<file path="src/rtl/mem_port_arbiter_pkg.sv">
// mem_port_arbiter_pkg: shared types and line/beat geometry for the memory port arbiter
//   ADDR_WIDTH/LINE_WIDTH/BEAT_WIDTH/BURST_LEN : default byte-address, line and beat sizes
//   arb_state_t : IDLE, I_RD, D_RD, D_WR, DONE
//   arb_grant_t : ICACHE, DCACHE
//   offset_bits : number of byte-offset bits inside one line
package mem_port_arbiter_pkg;
  localparam int ADDR_WIDTH = 32;
  localparam int LINE_WIDTH = 256;
  localparam int BEAT_WIDTH = 64;
  localparam int BURST_LEN  = LINE_WIDTH / BEAT_WIDTH;
  typedef enum logic [2:0] {
    IDLE = 3'd0,
    I_RD = 3'd1,
    D_RD = 3'd2,
    D_WR = 3'd3,
    DONE = 3'd4
  } arb_state_t;
  typedef enum logic {
    ICACHE = 1'b0,
    DCACHE = 1'b1
  } arb_grant_t;
  function automatic int offset_bits(input int line_bits);
    return $clog2(line_bits / 8);
  endfunction
endpackage

</file>
<file path="src/rtl/mem_port_arbiter_line_buffer.sv">
// arbiter_line_buffer: one cache line split into beats, with the beat counter of the current burst
//   clk, rst_n : clock, asynchronous active-low reset
//   i_load     : capture i_line whole (write-back line)
//   i_clr      : restart the beat counter at beat 0
//   i_adv      : current beat accepted, move to the next one (wraps after the last)
//   i_store    : write i_beat into the current slot
//   i_line     : full line to load
//   i_beat     : incoming read beat
//   o_line     : line including a beat being stored this cycle
//   o_beat     : slot selected by the beat counter
//   o_last     : beat counter is on the final beat
module arbiter_line_buffer #(
  parameter int LINE_WIDTH = 256,
  parameter int BEAT_WIDTH = 64
) (
  input  logic                  clk,
  input  logic                  rst_n,
  input  logic                  i_load,
  input  logic                  i_clr,
  input  logic                  i_adv,
  input  logic                  i_store,
  input  logic [LINE_WIDTH-1:0] i_line,
  input  logic [BEAT_WIDTH-1:0] i_beat,
  output logic [LINE_WIDTH-1:0] o_line,
  output logic [BEAT_WIDTH-1:0] o_beat,
  output logic                  o_last
);
  localparam int BURST_LEN = LINE_WIDTH / BEAT_WIDTH;
  localparam int CW = (BURST_LEN > 1) ? $clog2(BURST_LEN) : 1;
  logic [CW-1:0]         r_cnt;
  logic [LINE_WIDTH-1:0] r_line;
  logic [LINE_WIDTH-1:0] w_merged;
  always_comb begin
    w_merged = r_line;
    w_merged[int'(r_cnt)*BEAT_WIDTH +: BEAT_WIDTH] = i_beat;
  end
  // Exposing the merged line lets the owner capture a complete line on the final beat.
  assign o_line = i_store ? w_merged : r_line;
  assign o_beat = r_line[int'(r_cnt)*BEAT_WIDTH +: BEAT_WIDTH];
  assign o_last = r_cnt == CW'(BURST_LEN - 1);
  always_ff @(posedge clk or negedge rst_n) begin
    if (!rst_n) begin
      r_line <= '0;
      r_cnt  <= '0;
    end else begin
      r_line <= i_load ? i_line : i_store ? w_merged : r_line;
      r_cnt  <= i_clr ? '0 : !i_adv ? r_cnt : o_last ? '0 : r_cnt + 1'b1;
    end
  end
endmodule

</file>
<file path="src/rtl/mem_port_arbiter.sv">
// mem_port_arbiter: shares one burst pmem port between I-cache reads and D-cache reads/write-backs
//   clk, rst_n              : clock, asynchronous active-low reset
//   i_read, i_address       : I-cache line read request (held until i_resp)
//   i_rdata, i_resp         : I-cache returned line, one-cycle completion pulse
//   d_read, d_write         : D-cache line read / write-back request (held until d_resp)
//   d_address, d_wdata      : D-cache line address, write-back line
//   d_rdata, d_resp         : D-cache returned line, one-cycle completion pulse
//   pmem_read, pmem_write   : burst active (read / write)
//   pmem_address            : line-aligned burst address
//   pmem_wdata, pmem_rdata  : outgoing / incoming beat
//   pmem_resp               : beat accepted or valid this cycle
module mem_port_arbiter #(
  parameter int ADDR_WIDTH = mem_port_arbiter_pkg::ADDR_WIDTH,
  parameter int LINE_WIDTH = mem_port_arbiter_pkg::LINE_WIDTH,
  parameter int BEAT_WIDTH = mem_port_arbiter_pkg::BEAT_WIDTH
) (
  input  logic                  clk,
  input  logic                  rst_n,
  input  logic                  i_read,
  input  logic [ADDR_WIDTH-1:0] i_address,
  output logic [LINE_WIDTH-1:0] i_rdata,
  output logic                  i_resp,
  input  logic                  d_read,
  input  logic                  d_write,
  input  logic [ADDR_WIDTH-1:0] d_address,
  input  logic [LINE_WIDTH-1:0] d_wdata,
  output logic [LINE_WIDTH-1:0] d_rdata,
  output logic                  d_resp,
  output logic                  pmem_read,
  output logic                  pmem_write,
  output logic [ADDR_WIDTH-1:0] pmem_address,
  output logic [BEAT_WIDTH-1:0] pmem_wdata,
  input  logic [BEAT_WIDTH-1:0] pmem_rdata,
  input  logic                  pmem_resp
);
  import mem_port_arbiter_pkg::*;
  localparam int OFF = offset_bits(LINE_WIDTH);
  localparam logic [ADDR_WIDTH-1:0] ALIGN = {{(ADDR_WIDTH-OFF){1'b1}}, {OFF{1'b0}}};
  arb_state_t            r_state;
  arb_state_t            w_state_next;
  arb_grant_t            r_grant;
  arb_grant_t            r_last_grant;
  arb_grant_t            w_pick;
  logic [ADDR_WIDTH-1:0] r_addr;
  logic [LINE_WIDTH-1:0] r_i_rdata;
  logic [LINE_WIDTH-1:0] r_d_rdata;
  logic [LINE_WIDTH-1:0] w_line;
  logic [BEAT_WIDTH-1:0] w_beat;
  logic                  w_i_req;
  logic                  w_d_req;
  logic                  w_grant;
  logic                  w_rd_burst;
  logic                  w_burst;
  logic                  w_last;
  logic                  w_final;
  always_comb begin
    w_i_req      = i_read;
    w_d_req      = d_read | d_write;
    // Round-robin: under contention the requester not served last wins.
    w_pick       = (w_d_req && (!w_i_req || r_last_grant == ICACHE)) ? DCACHE : ICACHE;
    w_grant      = (r_state == IDLE) && (w_i_req || w_d_req);
    w_rd_burst   = (r_state == I_RD) || (r_state == D_RD);
    w_burst      = w_rd_burst || (r_state == D_WR);
    w_final      = w_burst && pmem_resp && w_last;
    // d_write wins over d_read when both are raised.
    w_state_next = w_grant ? (w_pick == ICACHE ? I_RD : d_write ? D_WR : D_RD)
                 : (r_state == DONE) ? IDLE
                 : w_final ? DONE
                 : r_state;
  end
  arbiter_line_buffer #(
    .LINE_WIDTH(LINE_WIDTH),
    .BEAT_WIDTH(BEAT_WIDTH)
  ) u_line_buffer (
    .clk     (clk),
    .rst_n   (rst_n),
    .i_load  (w_grant && w_pick == DCACHE && d_write),
    .i_clr   (w_grant),
    .i_adv   (w_burst && pmem_resp),
    .i_store (w_rd_burst && pmem_resp),
    .i_line  (d_wdata),
    .i_beat  (pmem_rdata),
    .o_line  (w_line),
    .o_beat  (w_beat),
    .o_last  (w_last)
  );
  always_ff @(posedge clk or negedge rst_n) begin
    if (!rst_n) begin
      r_state      <= IDLE;
      r_grant      <= ICACHE;
      r_last_grant <= ICACHE;
      r_addr       <= '0;
      r_i_rdata    <= '0;
      r_d_rdata    <= '0;
    end else begin
      r_state <= w_state_next;
      if (w_grant) begin
        r_grant <= w_pick;
        r_addr  <= (w_pick == ICACHE ? i_address : d_address) & ALIGN;
      end
      if (r_state == DONE) r_last_grant <= r_grant;
      // Per-requester copies keep each returned line stable across the other's traffic.
      if (w_final && r_state == I_RD) r_i_rdata <= w_line;
      if (w_final && r_state == D_RD) r_d_rdata <= w_line;
    end
  end
  assign pmem_read    = w_rd_burst;
  assign pmem_write   = r_state == D_WR;
  assign pmem_address = r_addr;
  assign pmem_wdata   = pmem_write ? w_beat : '0;
  assign i_resp       = (r_state == DONE) && (r_grant == ICACHE);
  assign d_resp       = (r_state == DONE) && (r_grant == DCACHE);
  assign i_rdata      = r_i_rdata;
  assign d_rdata      = r_d_rdata;
endmodule

</file>
<file path="config.mk">
export PLATFORM = sky130hd
export DESIGN_NAME = mem_port_arbiter
export DESIGN_NICKNAME = d
export VERILOG_FILES = /design/src/rtl/mem_port_arbiter_pkg.sv /design/src/rtl/mem_port_arbiter_line_buffer.sv /design/src/rtl/mem_port_arbiter.sv
export SDC_FILE = /design/constraint.sdc
export NUM_CORES = 1
export LEC_CHECK = 0
export BUFFER_PORTS_ARGS = -buffer_cell sky130_fd_sc_hd__clkbuf_2
export CORE_AREA = 8 8 382 384
export DETAILED_ROUTE_END_ITERATION = 10
export DIE_AREA = 0 0 390 392
export SETUP_SLACK_MARGIN = 0.2
export SKIP_LAST_GASP = 1
export SYNTH_ARGS = -nofsm -noshare
export SYNTH_HDL_FRONTEND = slang
export SYNTH_SLANG_ARGS = --single-unit
</file>
<file path="constraint.sdc">
create_clock -name clk -period 3.27 [get_ports clk]
set_clock_uncertainty 0.05 [all_clocks]
set_input_delay 0.4905 -clock clk [delete_from_list [all_inputs] [get_ports clk]]
set_output_delay 0.4905 -clock clk [all_outputs]
set_load 0.03 [all_outputs]
</file>
# Word-level counts from Yosys, hierarchy flattened
# Cells that the tools add are included.
totals:
  regBits: 802
  input_bits: 390
  out_inout_bits: 612
  word_cells: 54
classes:
  add_sub_neg: 2
  eq_ne: 5
  shifts: 3
  mux: 14
  bitwise: 3
  n_reduce_logical: 19
ops:
  columns: ["op", "count"]
  rows:
  - ["two-way mux 256 bit", 2]
  - ["bitwise mux 256 bit", 1]
  - ["variable shift 64 x 33 -> 256 bit (first input constant)", 1]
  - ["indexed part select 256 x 9 -> 64 bit", 1]
  - ["indexed part select 64 x 33 -> 256 bit", 1]
  - ["two-way mux 64 bit", 1]
  - ["negator 8 -> 33 bit", 1]
  - ["two-way mux 32 bit", 1]
  - ["logical AND 1 bit", 11]
  - ["two-way mux 3 bit", 3]
  - ["two-way mux 2 bit", 4]
  - ["equality test 3 x 2 -> 1 bit (second input constant)", 2]
  - ["logical OR 1 bit", 4]
  - ["equality test 3 x 1 -> 1 bit (second input constant)", 1]
  - ["equality test 3 bit (second input constant)", 1]
  - ["zero test 3 bit", 1]
  - ["nonzero test 3 bit", 1]
  - ["adder 2 x 1 -> 2 bit (second input constant)", 1]
  - ["equality test 2 bit (second input constant)", 1]
  - ["two-way mux 1 bit", 2]
  - ["inverter 1 bit", 2]
  - ["nonzero test 2 bit", 1]
  - ["zero test 1 bit", 1]
  - ["bitwise OR 1 bit", 1]

# Depth between registers and ports, before layout
# Gate-level depths: netlist of the first run.
depth:
  ltp_word: 8
  ltp_mapped: 10
  mapped_depth_nobuf: 5

# Modules after synthesis
# A second synthesis of the first run with hierarchy kept.
hier_totals:
  cells_unflattened: 2351
  hier_area_um2: 36613.9
by_module_without_submodules:
  columns: ["module", "n_inst", "cells_each", "area_per_inst_um2", "seq_area_each_um2"]
  rows:
  - ["mem_port_arbiter", 1, 1276, 22024.9, 13613.1]
  - ["arbiter_line_buffer", 1, 1075, 14589.0, 6456.2]

# Worst setup path after synthesis of the first run
# Ideal clock, no wire load.
synth_path:
  path_type: "register to register"
  start: "register u_line_buffer.r_cnt[1]"
  end: "register u_line_buffer.r_line[182]"
  setup_time_ps: 82
  t_arrival_ps: 2674
  required_time_ps: 3138
  slack_ps: 464
  path_stages_with_launch: 10
  n_path_buf: 4
  period_less_slack_ps: 2806
  cell_sequence: "dfrtp_1 > clkbuf_1 > buf_1 > inv_1 > ha_1 > nor4b_1 > clkbuf_1 > buf_1 > nand4_1 > a31oi_1"
synth_between:
  elab_chain_len: 5
  word_cells_on_any_way: 6
  cone_classes: "add/sub: 1; shift: 2; mux: 3"
synth_rtl:
  columns: ["element", "line", "text"]
  rows:
  - ["start: declaration", "mem_port_arbiter_line_buffer.sv:30", "logic [CW-1:0] r_cnt;"]
  - ["start signal: assignment", "mem_port_arbiter_line_buffer.sv:47", "r_cnt <= i_clr ? '0 : !i_adv ? r_cnt : o_last ? '0 : r_cnt + 1'b1;"]
  - ["negator 8 -> 33 bit (*)", "mem_port_arbiter_line_buffer.sv:35", "w_merged[int'(r_cnt)*BEAT_WIDTH +: BEAT_WIDTH] = i_beat;"]
  - ["indexed part select 64 x 33 -> 256 bit or variable shift 64 x 33 -> 256 bit (tied branches)", "mem_port_arbiter_line_buffer.sv:35", null]
  - ["bitwise mux 256 bit (*)", "mem_port_arbiter_line_buffer.sv:35", null]
  - ["two-way mux 256 bit (*) (2 in a row)", "mem_port_arbiter_line_buffer.sv:46", "r_line <= i_load ? i_line : i_store ? w_merged : r_line;"]
  - ["end signal: assignment", "mem_port_arbiter_line_buffer.sv:46", null]
  - ["end: declaration", "mem_port_arbiter_line_buffer.sv:31", "logic [LINE_WIDTH-1:0] r_line;"]
# Every way passes the cells marked *; elsewhere a longest branch is shown, timed or not.
# A chain may end at the register's enable or synchronous reset.

# Final worst setup path of the first run
layout_path:
  start: "register u_line_buffer.r_cnt[0]"
  end: "output pmem_wdata[8]"
layout_between:
  elab_chain_len: 2
layout_rtl:
  columns: ["element", "line", "text"]
  rows:
  - ["indexed part select 256 x 9 -> 64 bit", "mem_port_arbiter_line_buffer.sv:39", "assign o_beat = r_line[int'(r_cnt)*BEAT_WIDTH +: BEAT_WIDTH];"]
  - ["two-way mux 64 bit", "mem_port_arbiter.sv:110", "assign pmem_wdata = pmem_write ? w_beat : '0;"]
  - ["end: declaration", "mem_port_arbiter.sv:32", "output logic [BEAT_WIDTH-1:0] pmem_wdata,"]
# No other way between the ends.

==> summary.txt, run 1 <==
HP Class: primary input to flip-flop
Syn Inst Count: 3589
CP startpoint: u_line_buffer.r_cnt[0]
Via Count: 40480
TNS Setup: 0 ns
first-pass GRT wire length: 300200 µm
worst slew pin tran: 1.112 ns
CTS Root Cell: clkbuf_16
global placement routability congestion: 0.9269
switching fraction of total power: 0.5127
Placeable Area: 0.1402 mm²
GRT Util Overall: 0.2649
Final min period: 3.082 ns
max-slew violation count: 0
vias in the first global route: 39640
crit end category: output pin
Initial Util: 0.2620
Routed WL: 214800 µm
Die ar.: 0.1529 mm²
Die Span X: 390 µm
PwrDens: 1239 mW/mm²
Comb pwr share: 0.528
Multi-input gate area: 0.01489 mm²
Int Pwr: 30.09 mW
largest net degree at the start of global routing: 153
post-synthesis cell type count: 38
fillers: 14230
placed cell area: 0.04419 mm²
initial antenna violation count: 26
Most used DFF post-synth: dfrtp_1
clock slew at reported path FFs: 0.06 ns
Yosys reg bits: 802
final setup fails: 0
CP startpoint kind: flip-flop
WP data arrival: 2.54 ns
R2R Path End: i_rdata[165]
Die Ht: 392 µm
DP HPWL: 142200 µm
Sw Pwr: 31.66 mW
path depth of the worst reg2reg path: 8
Worst slew margin: 0.2587
Synth Cell Area: 0.03673 mm²
Antenna Violating Nets Remaining: 0
# H-tree levels: 3
f_max: 324.5 MHz
number of flops mapped to enable cells by yosys: 0
Final Hold Fails: 0
# IOs: 1002
Seq/Total Area, Yosys: 0.5464
IO Port Bufs: 986
clock share of power: 0.177
Max Cap Violations: 0
layout cells sized above 1: 0.3094
Yosys warning count: 0
Setup crit end: pmem_wdata[8]
worst r2r src: u_line_buffer.r_cnt[0]
Pre-antenna DRT Iters: 6
Critical Path RT: 2.73 ns
Congestion Overflow GR: 0
clk_lat worst skew: 0.72 ns
row count: 138
CTS tree: yes
Area growth syn-to-layout: 35.68%
register area: 0.02008 mm²
worst reg2reg setup slack: 0.32 ns
Vias/cell: 6.187
hold path cells: 3
peak supply drop: 902.3 µV
syn_area_per_cell: 10.23 µm²
Layout Nets: 4958
design area: 0.04983 mm²
clock sinks: 802
leakage: 21.19 nW
Post-synth ARST share: 1.000
DR DRC count: 0
total clock buffers created by CTS: 92
Bufs on Longest Clock Path: 3
final cycle utilization of the critical path: 0.9425
Sequential Power Share: 0.295
run status: finished, final reports clean
WS Path Type: flip-flop to output pin
routed length per instance: 32.83 µm
First DRT Iteration DRCs: 5185
crit path max fanout: 15
RSZ-0062 raised after global routing: true
==> metal layers <==
| layer | vias to the layer above | GRT usage | routed length, µm |
|---|---|---|---|
| met4 | 8 | 0.1538 | 14330 |
| met5 | - | 0 | 54 |
| li1 | 16220 | - | - |
| met2 | 3334 | 0.3907 | 92810 |
| met3 | 684 | 0.09236 | 28170 |
| met1 | 20240 | 0.3359 | 79450 |
==> how the worst min path moves through the flow <==
stage                                start                  endpoint  slack [ns]
after floorplan                      rst_n                d_rdata[0]        0.14
after global placement    pmem_address[12]          pmem_address[12]        0.44
after detailed placement  pmem_address[13]          pmem_address[13]        0.45
after CTS                      d_wdata[72]  u_line_buffer.r_line[72]      0.0002
after global routing           d_wdata[37]  u_line_buffer.r_line[37]        0.02
final                        i_address[23]          pmem_address[23]        0.05
==> area by class of cell <==
type / count / share of cell area
flip-flops and latches: 802 / 0.4030
multi-input cells: 2318 / 0.2989
repair buffers: 1342 / 0.1853
clock buffers: 136 / 0.05576
well taps: 1890 / 0.04745
clock inverters: 28 / 0.007808
diodes: 21 / 0.001055
inverters: 6 / 0.0007532
==> power groups by stage <==
stage               sequential (mW)  combinational (mW)  clock (mW)
global route                   18.4                34.1        11.4
detailed placement             18.1                30.7           0
floorplan                      22.6                12.5           0
global placement               18.0                30.5           0
finish                         18.2                32.6        10.9
CTS                            17.9                32.1        11.0
==> placed cells by master, fill, tap and decap left out, drive strengths merged, types with 3 or more instances in the layout <==
cell,instances
conb,5
nor4,256
a31oi,768
nand4,256
dfrtp,802
mux4,64
nor2,7
inv,8
or3,4
o21ai,314
diode,21
dlygate4sd3,170
nor2b,66
and2,3
bufinv,5
nand3b,4
a21oi,514
mux2i,27
ha,6
clkinv,19
clkbuf,1101
buf,206
and3b,6
==> synth_stat cells, types with 24 or more instances <==
| cell | instances | area (µm²) |
|---|---|---|
| nor2b_1 | 66 | 412.9 |
| o21ai_0 | 314 | 1572 |
| mux2i_1 | 27 | 270.3 |
| a21oi_1 | 514 | 2572 |
| nand4_1 | 256 | 1602 |
| buf_1 | 24 | 90.09 |
| clkbuf_1 | 398 | 1494 |
| nor4_1 | 256 | 1602 |
| a31oi_1 | 768 | 4805 |
| dfrtp_1 | 802 | 20070 |
| buf_6 | 27 | 304.0 |
| mux4_2 | 64 | 1441 |
==> registers in the layout, summed over array words and instances (netlist names) <==
register,flops
i_rdata,256
r_last_grant,1
r_state,3
u_line_buffer.r_line,256
u_line_buffer.r_cnt,2
pmem_address,27
d_rdata,256
r_grant,1
==> worst max-delay path, cell delays in order, from the launching register on <==
cell	delay, ns
dfrtp_4	0.45
buf_12	0.13
bufbuf_16	0.36
mux4_2	0.55
nor2b_1	0.15
clkbuf_2	0.19
==> repair_timing <==
item / CTS / global route
cloned: 8 / 0
pin swaps: 2 / 0
gates resized for setup: 53 / 61
hold endpoints to repair: 198 / 0
buffers inserted: 13 / 5
setup endpoints to repair: 65 / 42
hold buffers: 170 / 0
==> stage by stage <==
| step | worst slack, ns | hold WS (ns) | std cells | power (mW) | util |
|---|---|---|---|---|---|
| global placement | 0.5708 | 0.4445 | 6162 | 48.54 | 0.3152 |
| global route | 0.1049 | 0.02356 | 6539 | 63.94 | 0.3554 |
| floorplan | 0.4643 | 0.1449 | 3593 | 35.12 | - |
| CTS | 0.08698 | 0.0001588 | 6517 | 61.06 | 0.3539 |
| detailed placement | 0.5358 | 0.4474 | 6162 | 48.80 | 0.3152 |
| finish | 0.1882 | 0.05407 | 6543 | 61.75 | 0.3554 |
==> cell families (layout without fill, tap and decap cells) <==
group	after synthesis	after routing	synth area share
multiplexers	91	91	0.04660
XOR/XNOR	2	2	0.0004770
buffers and inverters	474	1512	0.05502
other	1	26	0.0001021
flip-flops	802	802	0.5464
adder cells (fa/ha/maj)	6	6	0.002044
AND/OR/NAND/NOR	613	614	0.1049
AO/OA/AOI/OAI	1600	1600	0.2444
Power figures use the tool's default switching activity.
==> run 2, diff against run 1 <==
==> constraint.sdc (replaced) <==
create_clock -name clk -period 3.41 [get_ports clk]
set_clock_uncertainty 0.05 [all_clocks]
set_input_delay 0.5115 -clock clk [delete_from_list [all_inputs] [get_ports clk]]
set_output_delay 0.5115 -clock clk [all_outputs]
set_load 0.03 [all_outputs]
==> run 2 against run 1 <==
Against the previous run: design area is 3.2% lower; hold slack improved by 0.014 ns; combinational power down 7.4%; flip-flop and latch count unchanged; clock power fell by 5%; critical path depth decreased by 1; register-to-register slack gained 0.13 ns; critical endpoint is now pmem_wdata[19].
==> summary.txt, run 2 (synthesized netlist as in run 1, its figures left out) <==
slowest CP cell: buf_4
row count: 138
crit end category: output pin
Congestion Overflow GR: 0
Layout Nets: 4853
TNS Setup: 0 ns
Routed WL: 211300 µm
# IOs: 1002
Bufs on Longest Clock Path: 3
Final Hold Fails: 0
Via Count: 40140
RSZ-0062 raised after global routing: true
First DRT Iteration DRCs: 5311
Die Ht: 392 µm
Pre-antenna DRT Iters: 6
Critical Path RT: 2.85 ns
layout cells sized above 1: 0.3086
GRT Util Overall: 0.2602
Setup Slack @ Placement: 0.5759 ns
GR Util met1: 0.3198
CTS Root Cell: clkbuf_16
Max Cap Violations: 0
peak supply drop: 921.9 µV
run status: finished, final reports clean
IO Port Bufs: 986
critical-path cell list: buf_4 > mux4_2 > nor2b_1 > clkbuf_2
first-pass GRT wire length: 295400 µm
vias in the first global route: 39500
met2 Use GR: 0.3873
CP peak stage delay: 0.58 ns
# H-tree levels: 3
Initial Util: 0.2620
Antenna Violating Nets Remaining: 0
Die Span X: 390 µm
HP Class: primary input to flip-flop
CTS tree: yes
clk_lat worst skew: 0.71 ns
global placement routability congestion: 0.9425
GR Util met3: 0.1041
GRT Max-Usage Layer: met2
leakage: 20.54 nW
Die ar.: 0.1529 mm²
PwrDens: 1204 mW/mm²
DP HPWL: 143300 µm
routed length per instance: 32.81 µm
final cycle utilization of the critical path: 0.9451
Area growth syn-to-layout: 31.31%
DR DRC count: 0
max-slew violation count: 0
initial antenna violation count: 27
total clock buffers created by CTS: 91
most common cell after layout, fill and taps aside: clkbuf_2
Vias/cell: 6.234
clock sinks: 802
clock slew at reported path FFs: 0.07 ns
Top delay family on crit path: buffers and inverters
Worst Setup Slack, final: 0.1871 ns
WS Path Type: flip-flop to output pin
Placeable Area: 0.1402 mm²
worst slew pin tran: 1.128 ns
final setup fails: 0
Final min period: 3.223 ns
WP buf/inv: 2
CP startpoint kind: flip-flop
crit path max fanout: 31
largest net degree at the start of global routing: 175
WP data arrival: 2.66 ns
Worst slew margin: 0.2409
f_max: 310.3 MHz
most frequent cells in the layout: 985 x clkbuf_2, 797 x dfrtp_1, 768 x a31oi_1
## run 2: report_power, final
group | internal, mW | switching [mW]
Sequential | 14.0 | 3.56
Combinational | 8.13 | 22.1
Clock | 5.99 | 4.37
Total | 28.1 | 30.0
## run 2: per-layer routing
layer / routed length [µm] / part of all wire
met4: 13570 / 0.064
met3: 29060 / 0.14
met2: 92430 / 0.44
met1: 76180 / 0.36
met5: 34 / 0.00016
## run 2: worst min-delay path, cell delays in order
cell and delay [ns]:
clkbuf_2 0.09, nor4_1 0.05, a31oi_1 0.13
## run 2: worst paths after layout
| path | depth (start not counted) | to | startpoint | slack, ns |
|---|---|---|---|---|
| worst max-delay path | 4 | pmem_wdata[19] | u_line_buffer.r_cnt[1] | 0.19 |
| worst min-delay path | 3 | u_line_buffer.r_line[115] | d_wdata[115] | 0.07 |
| worst max register to register | 7 | d_rdata[31] | u_line_buffer.r_cnt[0] | 0.45 |
| worst min register to register | 2 | pmem_address[5] | pmem_address[5] | 0.46 |
| max in group asynchronous | 3 | u_line_buffer.r_line[238] | rst_n | 1.75 |
| min in group asynchronous | 2 | pmem_address[23] | rst_n | 0.37 |
## run 2: cell type report
class / instances / area [µm²]
fill: 14460 / 91980
sequential: 802 / 20080
multi-input combinational: 2317 / 14820
timing repair buffer: 1239 / 7784
clock buffer: 141 / 2769
tap: 1890 / 2365
clock inverter: 25 / 336.6
antenna: 19 / 47.55
inverter: 6 / 30.03
## run 2: stage by stage
stage / hold slack [ns] / area [µm²] / power [mW] / std cells / utilization
after floorplan: 0.1659 / 36740 / 33.68 / 3593 / -
after global placement: 0.4433 / 44070 / 46.54 / 6160 / 0.3144
after detailed placement: 0.4504 / 44070 / 46.81 / 6160 / 0.3144
after CTS: 0.000008493 / 48110 / 57.50 / 6412 / 0.3431
after global routing: 0.03361 / 48220 / 60.11 / 6434 / 0.3439
final: 0.06832 / 48230 / 58.07 / 6439 / 0.3440
## run 2: repair_timing
| action | CTS | global route |
|---|---|---|
| hold buffers | 83 | 0 |
| gates resized for setup | 14 | 0 |
| hold endpoints to repair | 118 | 0 |
| buffers inserted | 2 | 8 |
| setup endpoints to repair | 61 | 13 |
| cloned | 1 | 0 |
